`src/rtl/rtc_hms_timer_pkg.sv`:
```
// Shared types and constants for the hours/minutes/seconds timer core.
package rtc_pkg;

   typedef enum logic [1:0] {
      IDLE  = 2'd0,
      RUN   = 2'd1,
      PAUSE = 2'd2,
      DONE  = 2'd3
   } state_t;

   localparam int SEC_MAX = 59;
   localparam int MIN_MAX = 59;

   function automatic int calc_div(input int clk_hz, input int tick_hz);
      return clk_hz / tick_hz;
   endfunction

   // Never narrower than one bit so a counter always exists.
   function automatic int presc_w(input int div);
      return (div < 2) ? 1 : $clog2(div);
   endfunction

endpackage

```
`src/rtl/rtc_hms_timer_if.sv`:
```
// Control and time-of-day bundle for rtc_hms_timer.
// RTC_HMS_ALARM_EN adds the alarm compare inputs and the alarm pulse.
interface rtc_hms_timer_if #(
   parameter int HOUR_W = 5
);
   logic              start;
   logic              stop;
   logic              mode;
   logic              load;
   logic [HOUR_W-1:0] load_hh;
   logic [5:0]        load_mm;
   logic [5:0]        load_ss;
   logic [HOUR_W-1:0] hh;
   logic [5:0]        mm;
   logic [5:0]        ss;
   logic              tick;
   logic              running;
   logic              done;
   logic              wrap;
`ifdef RTC_HMS_ALARM_EN
   logic              alarm_en;
   logic [HOUR_W-1:0] alarm_hh;
   logic [5:0]        alarm_mm;
   logic [5:0]        alarm_ss;
   logic              alarm;

   modport master (
      output start, stop, mode, load, load_hh, load_mm, load_ss,
      output alarm_en, alarm_hh, alarm_mm, alarm_ss,
      input  hh, mm, ss, tick, running, done, wrap, alarm
   );
   modport slave (
      input  start, stop, mode, load, load_hh, load_mm, load_ss,
      input  alarm_en, alarm_hh, alarm_mm, alarm_ss,
      output hh, mm, ss, tick, running, done, wrap, alarm
   );
`else
   modport master (
      output start, stop, mode, load, load_hh, load_mm, load_ss,
      input  hh, mm, ss, tick, running, done, wrap
   );
   modport slave (
      input  start, stop, mode, load, load_hh, load_mm, load_ss,
      output hh, mm, ss, tick, running, done, wrap
   );
`endif
endinterface

```
`src/rtl/rtc_hms_timer_prescaler.sv`:
```
// Free-running divide-by-DIV counter; o_tc marks the last count while enabled.
module rtc_prescaler
   import rtc_pkg::*;
#(
   parameter int DIV = 2
)(
   input  logic i_clk,
   input  logic i_rst,
   input  logic i_en,
   input  logic i_clr,
   output logic o_tc
);
   localparam int W = presc_w(DIV);
   localparam logic [W-1:0] LAST = W'(DIV - 1);

   logic [W-1:0] r_cnt;
   logic         w_last;

   assign w_last = (r_cnt == LAST);
   assign o_tc   = i_en && w_last;

   always_ff @(posedge i_clk) begin
      if (i_rst || i_clr) begin
         r_cnt <= '0;
      end else if (i_en) begin
         r_cnt <= w_last ? '0 : r_cnt + W'(1);
      end
   end
endmodule

```
`src/rtl/rtc_hms_timer.sv`:
```
// Hours/minutes/seconds clock and countdown timer with start/stop/load control.
// Optional alarm compare is built when RTC_HMS_ALARM_EN is defined.
module rtc_hms_timer
   import rtc_pkg::*;
#(
   parameter int CLK_HZ    = 125000000,
   parameter int TICK_HZ   = 1,
   parameter int MAX_HOURS = 24,
   parameter int HOUR_W    = 5
)(
   input logic             clk_125MHz,
   input logic             rst,
   rtc_hms_timer_if.slave  bus
);
   localparam int DIV = calc_div(CLK_HZ, TICK_HZ);
   localparam logic [HOUR_W-1:0] HH_LAST = HOUR_W'(MAX_HOURS - 1);
   localparam logic [5:0]        SS_LAST = 6'(SEC_MAX);
   localparam logic [5:0]        MM_LAST = 6'(MIN_MAX);

   state_t            r_state;
   logic              r_mode;
   logic [HOUR_W-1:0] r_hh;
   logic [5:0]        r_mm;
   logic [5:0]        r_ss;
   logic              r_running;
   logic              r_done;
   logic              r_wrap;

   logic [HOUR_W-1:0] w_nx_hh;
   logic [5:0]        w_nx_mm;
   logic [5:0]        w_nx_ss;
   logic              w_up_wrap;
   logic              w_zero;
   logic              w_nx_zero;
   logic              w_zero_hold;
   logic              w_en;
   logic              w_tick;
   logic [HOUR_W-1:0] w_ld_hh;
   logic [5:0]        w_ld_mm;
   logic [5:0]        w_ld_ss;

   assign w_ld_hh = (bus.load_hh > HH_LAST) ? HH_LAST : bus.load_hh;
   assign w_ld_mm = (bus.load_mm > MM_LAST) ? MM_LAST : bus.load_mm;
   assign w_ld_ss = (bus.load_ss > SS_LAST) ? SS_LAST : bus.load_ss;

   // Time after one tick in the latched direction.
   always_comb begin
      w_nx_hh   = r_hh;
      w_nx_mm   = r_mm;
      w_nx_ss   = r_ss;
      w_up_wrap = 1'b0;
      if (!r_mode) begin
         if (r_ss == SS_LAST) begin
            w_nx_ss = '0;
            if (r_mm == MM_LAST) begin
               w_nx_mm = '0;
               if (r_hh == HH_LAST) begin
                  w_nx_hh   = '0;
                  w_up_wrap = 1'b1;
               end else begin
                  w_nx_hh = r_hh + HOUR_W'(1);
               end
            end else begin
               w_nx_mm = r_mm + 6'd1;
            end
         end else begin
            w_nx_ss = r_ss + 6'd1;
         end
      end else begin
         if (r_ss == 6'd0) begin
            w_nx_ss = SS_LAST;
            if (r_mm == 6'd0) begin
               w_nx_mm = MM_LAST;
               w_nx_hh = r_hh - HOUR_W'(1);
            end else begin
               w_nx_mm = r_mm - 6'd1;
            end
         end else begin
            w_nx_ss = r_ss - 6'd1;
         end
      end
   end

   assign w_zero      = (r_hh == '0) && (r_mm == 6'd0) && (r_ss == 6'd0);
   assign w_nx_zero   = (w_nx_hh == '0) && (w_nx_mm == 6'd0) && (w_nx_ss == 6'd0);
   // A countdown started at zero finishes without ever ticking.
   assign w_zero_hold = r_mode && w_zero;
   assign w_en        = (r_state == RUN) && !w_zero_hold;

   rtc_prescaler #(
      .DIV (DIV)
   ) u_presc (
      .i_clk (clk_125MHz),
      .i_rst (rst),
      .i_en  (w_en),
      .i_clr (bus.load),
      .o_tc  (w_tick)
   );

`ifdef RTC_HMS_ALARM_EN
   logic r_alarm;
   logic w_alarm_hit;

   assign w_alarm_hit = bus.alarm_en && (w_nx_hh == bus.alarm_hh) &&
                        (w_nx_mm == bus.alarm_mm) && (w_nx_ss == bus.alarm_ss);

   always_ff @(posedge clk_125MHz) begin
      if (rst) begin
         r_alarm <= 1'b0;
      end else begin
         r_alarm <= !bus.load && w_tick && w_alarm_hit;
      end
   end

   assign bus.alarm = r_alarm;
`endif

   always_ff @(posedge clk_125MHz) begin
      if (rst) begin
         r_state   <= IDLE;
         r_mode    <= 1'b0;
         r_hh      <= '0;
         r_mm      <= '0;
         r_ss      <= '0;
         r_running <= 1'b0;
         r_done    <= 1'b0;
         r_wrap    <= 1'b0;
      end else begin
         r_wrap <= 1'b0;
         if (bus.load) begin
            r_state   <= IDLE;
            r_running <= 1'b0;
            r_done    <= 1'b0;
            r_hh      <= w_ld_hh;
            r_mm      <= w_ld_mm;
            r_ss      <= w_ld_ss;
         end else begin
            case (r_state)
               IDLE, PAUSE: begin
                  if (bus.start && !bus.stop) begin
                     r_state   <= RUN;
                     r_running <= 1'b1;
                     r_mode    <= bus.mode;
                  end
               end
               RUN: begin
                  if (w_tick) begin
                     r_hh   <= w_nx_hh;
                     r_mm   <= w_nx_mm;
                     r_ss   <= w_nx_ss;
                     r_wrap <= w_up_wrap;
                  end
                  // Reaching zero ends the countdown even if stop arrives together.
                  if (w_zero_hold || (w_tick && r_mode && w_nx_zero)) begin
                     r_state   <= DONE;
                     r_running <= 1'b0;
                     r_done    <= 1'b1;
                  end else if (bus.stop) begin
                     r_state   <= PAUSE;
                     r_running <= 1'b0;
                  end
               end
               DONE: begin
                  r_state <= DONE;
               end
               default: begin
                  r_state   <= IDLE;
                  r_running <= 1'b0;
               end
            endcase
         end
      end
   end

   assign bus.hh      = r_hh;
   assign bus.mm      = r_mm;
   assign bus.ss      = r_ss;
   assign bus.tick    = w_tick;
   assign bus.running = r_running;
   assign bus.done    = r_done;
   assign bus.wrap    = r_wrap;
endmodule
```
`src/flat_wrapper.sv`:
```
// flat-port wrapper written by rule: the top's interface ports become plain ports
module rtc_hms_timer_flat import rtc_pkg::*;
#(
   parameter int CLK_HZ    = 125000000,
   parameter int TICK_HZ   = 1,
   parameter int MAX_HOURS = 24,
   parameter int HOUR_W    = 5
)
  (clk_125MHz, rst, bus_start, bus_stop, bus_mode, bus_load, bus_load_hh, bus_load_mm, bus_load_ss, bus_hh, bus_mm, bus_ss, bus_tick, bus_running, bus_done, bus_wrap);
  rtc_hms_timer_if #(.HOUR_W(HOUR_W)) bus_i ();
  input logic clk_125MHz;
  input logic rst;
  input wire logic [$bits(bus_i.start)-1:0] bus_start;
  input wire logic [$bits(bus_i.stop)-1:0] bus_stop;
  input wire logic [$bits(bus_i.mode)-1:0] bus_mode;
  input wire logic [$bits(bus_i.load)-1:0] bus_load;
  input wire logic [$bits(bus_i.load_hh)-1:0] bus_load_hh;
  input wire logic [$bits(bus_i.load_mm)-1:0] bus_load_mm;
  input wire logic [$bits(bus_i.load_ss)-1:0] bus_load_ss;
  output wire logic [$bits(bus_i.hh)-1:0] bus_hh;
  output wire logic [$bits(bus_i.mm)-1:0] bus_mm;
  output wire logic [$bits(bus_i.ss)-1:0] bus_ss;
  output wire logic [$bits(bus_i.tick)-1:0] bus_tick;
  output wire logic [$bits(bus_i.running)-1:0] bus_running;
  output wire logic [$bits(bus_i.done)-1:0] bus_done;
  output wire logic [$bits(bus_i.wrap)-1:0] bus_wrap;
  assign bus_i.start = bus_start;
  assign bus_i.stop = bus_stop;
  assign bus_i.mode = bus_mode;
  assign bus_i.load = bus_load;
  assign bus_i.load_hh = bus_load_hh;
  assign bus_i.load_mm = bus_load_mm;
  assign bus_i.load_ss = bus_load_ss;
  assign bus_hh = bus_i.hh;
  assign bus_mm = bus_i.mm;
  assign bus_ss = bus_i.ss;
  assign bus_tick = bus_i.tick;
  assign bus_running = bus_i.running;
  assign bus_done = bus_i.done;
  assign bus_wrap = bus_i.wrap;
  rtc_hms_timer #(.CLK_HZ(CLK_HZ), .TICK_HZ(TICK_HZ), .MAX_HOURS(MAX_HOURS), .HOUR_W(HOUR_W)) u_core (.clk_125MHz(clk_125MHz), .rst(rst), .bus(bus_i));
endmodule
```
`config.mk`:
```
export PLATFORM = sky130hd
export DESIGN_NAME = rtc_hms_timer_flat
export DESIGN_NICKNAME = d
export VERILOG_FILES = /design/src/rtl/rtc_hms_timer_pkg.sv /design/src/rtl/rtc_hms_timer_if.sv /design/src/rtl/rtc_hms_timer_prescaler.sv /design/src/rtl/rtc_hms_timer.sv /design/src/flat_wrapper.sv
export SDC_FILE = /design/constraint.sdc
export NUM_CORES = 1
export LEC_CHECK = 0
export ABC_AREA = 1
export BUFFER_PORTS_ARGS = -buffer_cell sky130_fd_sc_hd__buf_2
export CAP_MARGIN = 20
export CORE_ASPECT_RATIO = 1.25
export CORE_UTILIZATION = 47
export DETAILED_ROUTE_END_ITERATION = 10
export PLACE_DENSITY = 0.67
export SLEW_MARGIN = 20
export SYNTH_ARGS = -nofsm -noshare
export SYNTH_HDL_FRONTEND = slang
export SYNTH_SLANG_ARGS = --single-unit
export TNS_END_PERCENT = 50
```
`constraint.sdc`:
```
create_clock -name clk_125MHz -period 4.03 [get_ports clk_125MHz]
set_clock_uncertainty 0.15 [all_clocks]
set_input_delay 0.403 -clock clk_125MHz [delete_from_list [all_inputs] [get_ports clk_125MHz]]
set_output_delay 0.403 -clock clk_125MHz [all_outputs]
set_load 0.05 [all_outputs]
```
==> results.json <==
{
  "outcome": "complete, no violations",
  "finalCriticalPeriod_ns": 3.12,
  "hold_class": "input pin to flop",
  "clk_latency_ns": 0.30,
  "core_area_sq_um": 7440,
  "cts.clk_slew.worst_paths_ns": 0.09,
  "max-cap-violations": 0,
  "synth_area_sq_um": 3640,
  "top_usage_layer": "met2",
  "finalWeightedCongestion": 0.906,
  "area_growth_pct": 8.05,
  "ys_types": 47,
  "cts_tree": "done",
  "total_power_uw": 1100,
  "powerDensity_nw_per_um2": 280,
  "vias": 3803,
  "hold_viol": 0,
  "cts_resized": 0,
  "cts_buffers": 5,
  "relSlewSlack": 0.628,
  "fp.dieH_microns": 100,
  "start_kind": "flop",
  "grt_use_total": 0.245,
  "rows": 35,
  "cts.sinks": 50,
  "htree_levels": 2,
  "die_area_sq_um": 8090,
  "tightest_slew_ns": 0.544,
  "io_pins": 44,
  "fin_nets": 628,
  "overflow": 0,
  "synth_adder_area_share": 0.0241,
  "wl_microns": 9500,
  "synthCells": 567,
  "fin_util": 0.528,
  "cts_root_buf": "clkbuf_8",
  "synth_xor_area_frac": 0.0169,
  "power_leakage_uw": 0.00170,
  "post-place-cells": 683,
  "fmax_mhz": 320,
  "initial_core_util": 0.488,
  "ys.flop_type": "dfxtp_1",
  "drt.antenna.violating_nets": 0,
  "synth_edf_count": 0,
  "drcViolationCount": 0,
  "dp_hpwl_microns": 7470,
  "grt_pass1_vias": 3397,
  "setup.worst_path.class": "flop to flop",
  "io_buffers": 43,
  "instances_no_fill": 691,
  "yosysTopAreaCell": "dfxtp_1",
  "whs_ns": 0.216,
  "setup_violations": 0,
  "grt_pass1_wl_microns": 15500,
  "critPathMaxFanout": 16,
  "cts_setup_buffers": 0,
  "cts_hold_buffers": 0,
  "synth_compound_gate_area_share": 0.145,
  "synth_seq_cells": 50,
  "syn_avg_cell_area_sq_um": 6.41,
  "ir_drop_uv": 171,
  "cp.required_ns": 4.13,
  "diodes": 0,
  "firstDrtPassIters": 5,
  "synth_top_family_by_area": "simple AND/OR/NAND/NOR gates",
  "die_w_microns": 80.7,
  "synth_mux_area_frac": 0,
  "end_kind": "flop",
  "avgRoutedWirePerCell_microns": 13.7,
  "syn_nets": 597,
  "via_per_inst": 5.50,
  "yosys_warnings": 0,
  "drive_gt1_frac": 0.164,
  "grt_setup_unrepaired": "no",
  "gr-usage-met2": 0.417,
  "final_cell_mix": "nand2_1, nor2_1, nand3_1, inv_1, dfxtp_1",
  "post-route-period-util": 0.775,
  "synthTopCellsByArea": "dfxtp_1, nand2_1, nand3_1, nor2_1, inv_1",
  "dr.first_iter.drc_count": 222,
  "antenna_found_initial": 0,
  "yosys.area_share.simple": 0.434,
  "grt_max_degree": 19,
  "cts.path.max_buffers": 2,
  "grtUsageMet3": 0.0355,
  "grtUsageMet1": 0.301,
  "mostFrequentLayoutCell": "nand2_1",
  "slew_violations": 0,
  "synthArstFlopShare": 0,
  "worst_ep_arrival_time_ns": 3.22,
  "tns_ns": 0,
  "ys_seq_area_frac": 0.275,
  "synth_top_area_frac": 0.275
}
through the flow:
stage | cell area [sq um] | worst slack [ns]
finish | 3930 | 0.906
detailed placement | 3840 | 0.908
floorplan | 3640 | 1.28
CTS | 3930 | 0.884
global route | 3930 | 0.590
global placement | 3840 | 1.03
layer usage:
layer | up-vias | part of all wire
li1 | 1929 | -
met1 | 1728 | 0.43
met2 | 126 | 0.49
met3 | 20 | 0.052
met4 | 0 | 0.030
met5 | - | 0
final cells by class:
cell class | count | area [sq um]
clock buffers | 7 | 86.3
clock inverters | 1 | 5.00
fillers | 748 | 3520
inverters | 66 | 248
multi-input cells | 431 | 2250
flip-flops and latches | 50 | 1000
well taps | 92 | 115
repair buffers | 44 | 223
critical path: stages (launching register included):
cell and delay [ns]:
dfxtp_1 0.37, inv_1 0.15, ha_1 0.29, nand2_2 0.12, nor2_8 0.15, nand4_2 0.11
nand2_2 0.29, nor2_4 0.10, nor2_4 0.26, inv_2 0.18, nor2_4 0.31, inv_2 0.23
a31oi_1 0.20, o21a_1 0.13
path summary, 6_finish.rpt:
kind | to | slack (ns) | depth (start not counted) | start
worst min-delay path | u_core.r_mode | 0.22 | 3 | bus_mode
worst max-delay path | u_core.u_presc.r_cnt[4] | 0.91 | 13 | u_core.bus.ss[0]
worst max register to register | u_core.u_presc.r_cnt[4] | 0.91 | 13 | u_core.bus.ss[0]
worst min register to register | u_core.u_presc.r_cnt[25] | 0.30 | 1 | u_core.u_presc.r_cnt[25]
sequential cells by signal, summed over array words and instances, names as in the netlist:
| name | count |
|---|---|
| u_core.bus.mm | 6 |
| u_core.bus.running | 1 |
| u_core.bus.wrap | 1 |
| u_core.bus.hh | 5 |
| u_core.r_mode | 1 |
| u_core.bus.ss | 6 |
| u_core.r_state | 2 |
| u_core.bus.done | 1 |
| u_core.u_presc.r_cnt | 27 |
where the power goes:
part	total, uW	leakage, uW	internal [uW]	switching, uW
Clock	298	0.0000482	139	159
Sequential	538	0.000407	508	29.9
Combinational	264	0.00124	78.9	185
kinds of logic after synthesis:
logic type,after synthesis
buf+inv,86
compound gates,91
simple gates,326
xor+xnor,7
flops,50
fa+ha+maj,7
Yosys cell counts (2+ instances only):
| library cell | n |
|---|---|
| nor2_1 | 68 |
| o311ai_0 | 2 |
| o21a_1 | 4 |
| nor3_2 | 4 |
| nor4_1 | 2 |
| o21ai_1 | 4 |
| dfxtp_1 | 50 |
| a21oi_1 | 34 |
| clkinv_1 | 2 |
| nand2_1 | 132 |
| nor3_1 | 17 |
| nor2_2 | 6 |
| nand4_1 | 9 |
| ha_1 | 7 |
| a211oi_1 | 2 |
| buf_6 | 5 |
| o21ai_0 | 27 |
| o32ai_1 | 2 |
| clkbuf_1 | 6 |
| inv_2 | 8 |
| xor2_1 | 7 |
| nor2_8 | 2 |
| nand3b_1 | 2 |
| nand3_1 | 58 |
| nand2_2 | 8 |
| nor2_4 | 8 |
| a31oi_1 | 6 |
| buf_2 | 3 |
| inv_1 | 56 |
| buf_4 | 5 |
| nand3_2 | 4 |
| o22ai_1 | 2 |
Power figures use the tool's default switching activity.
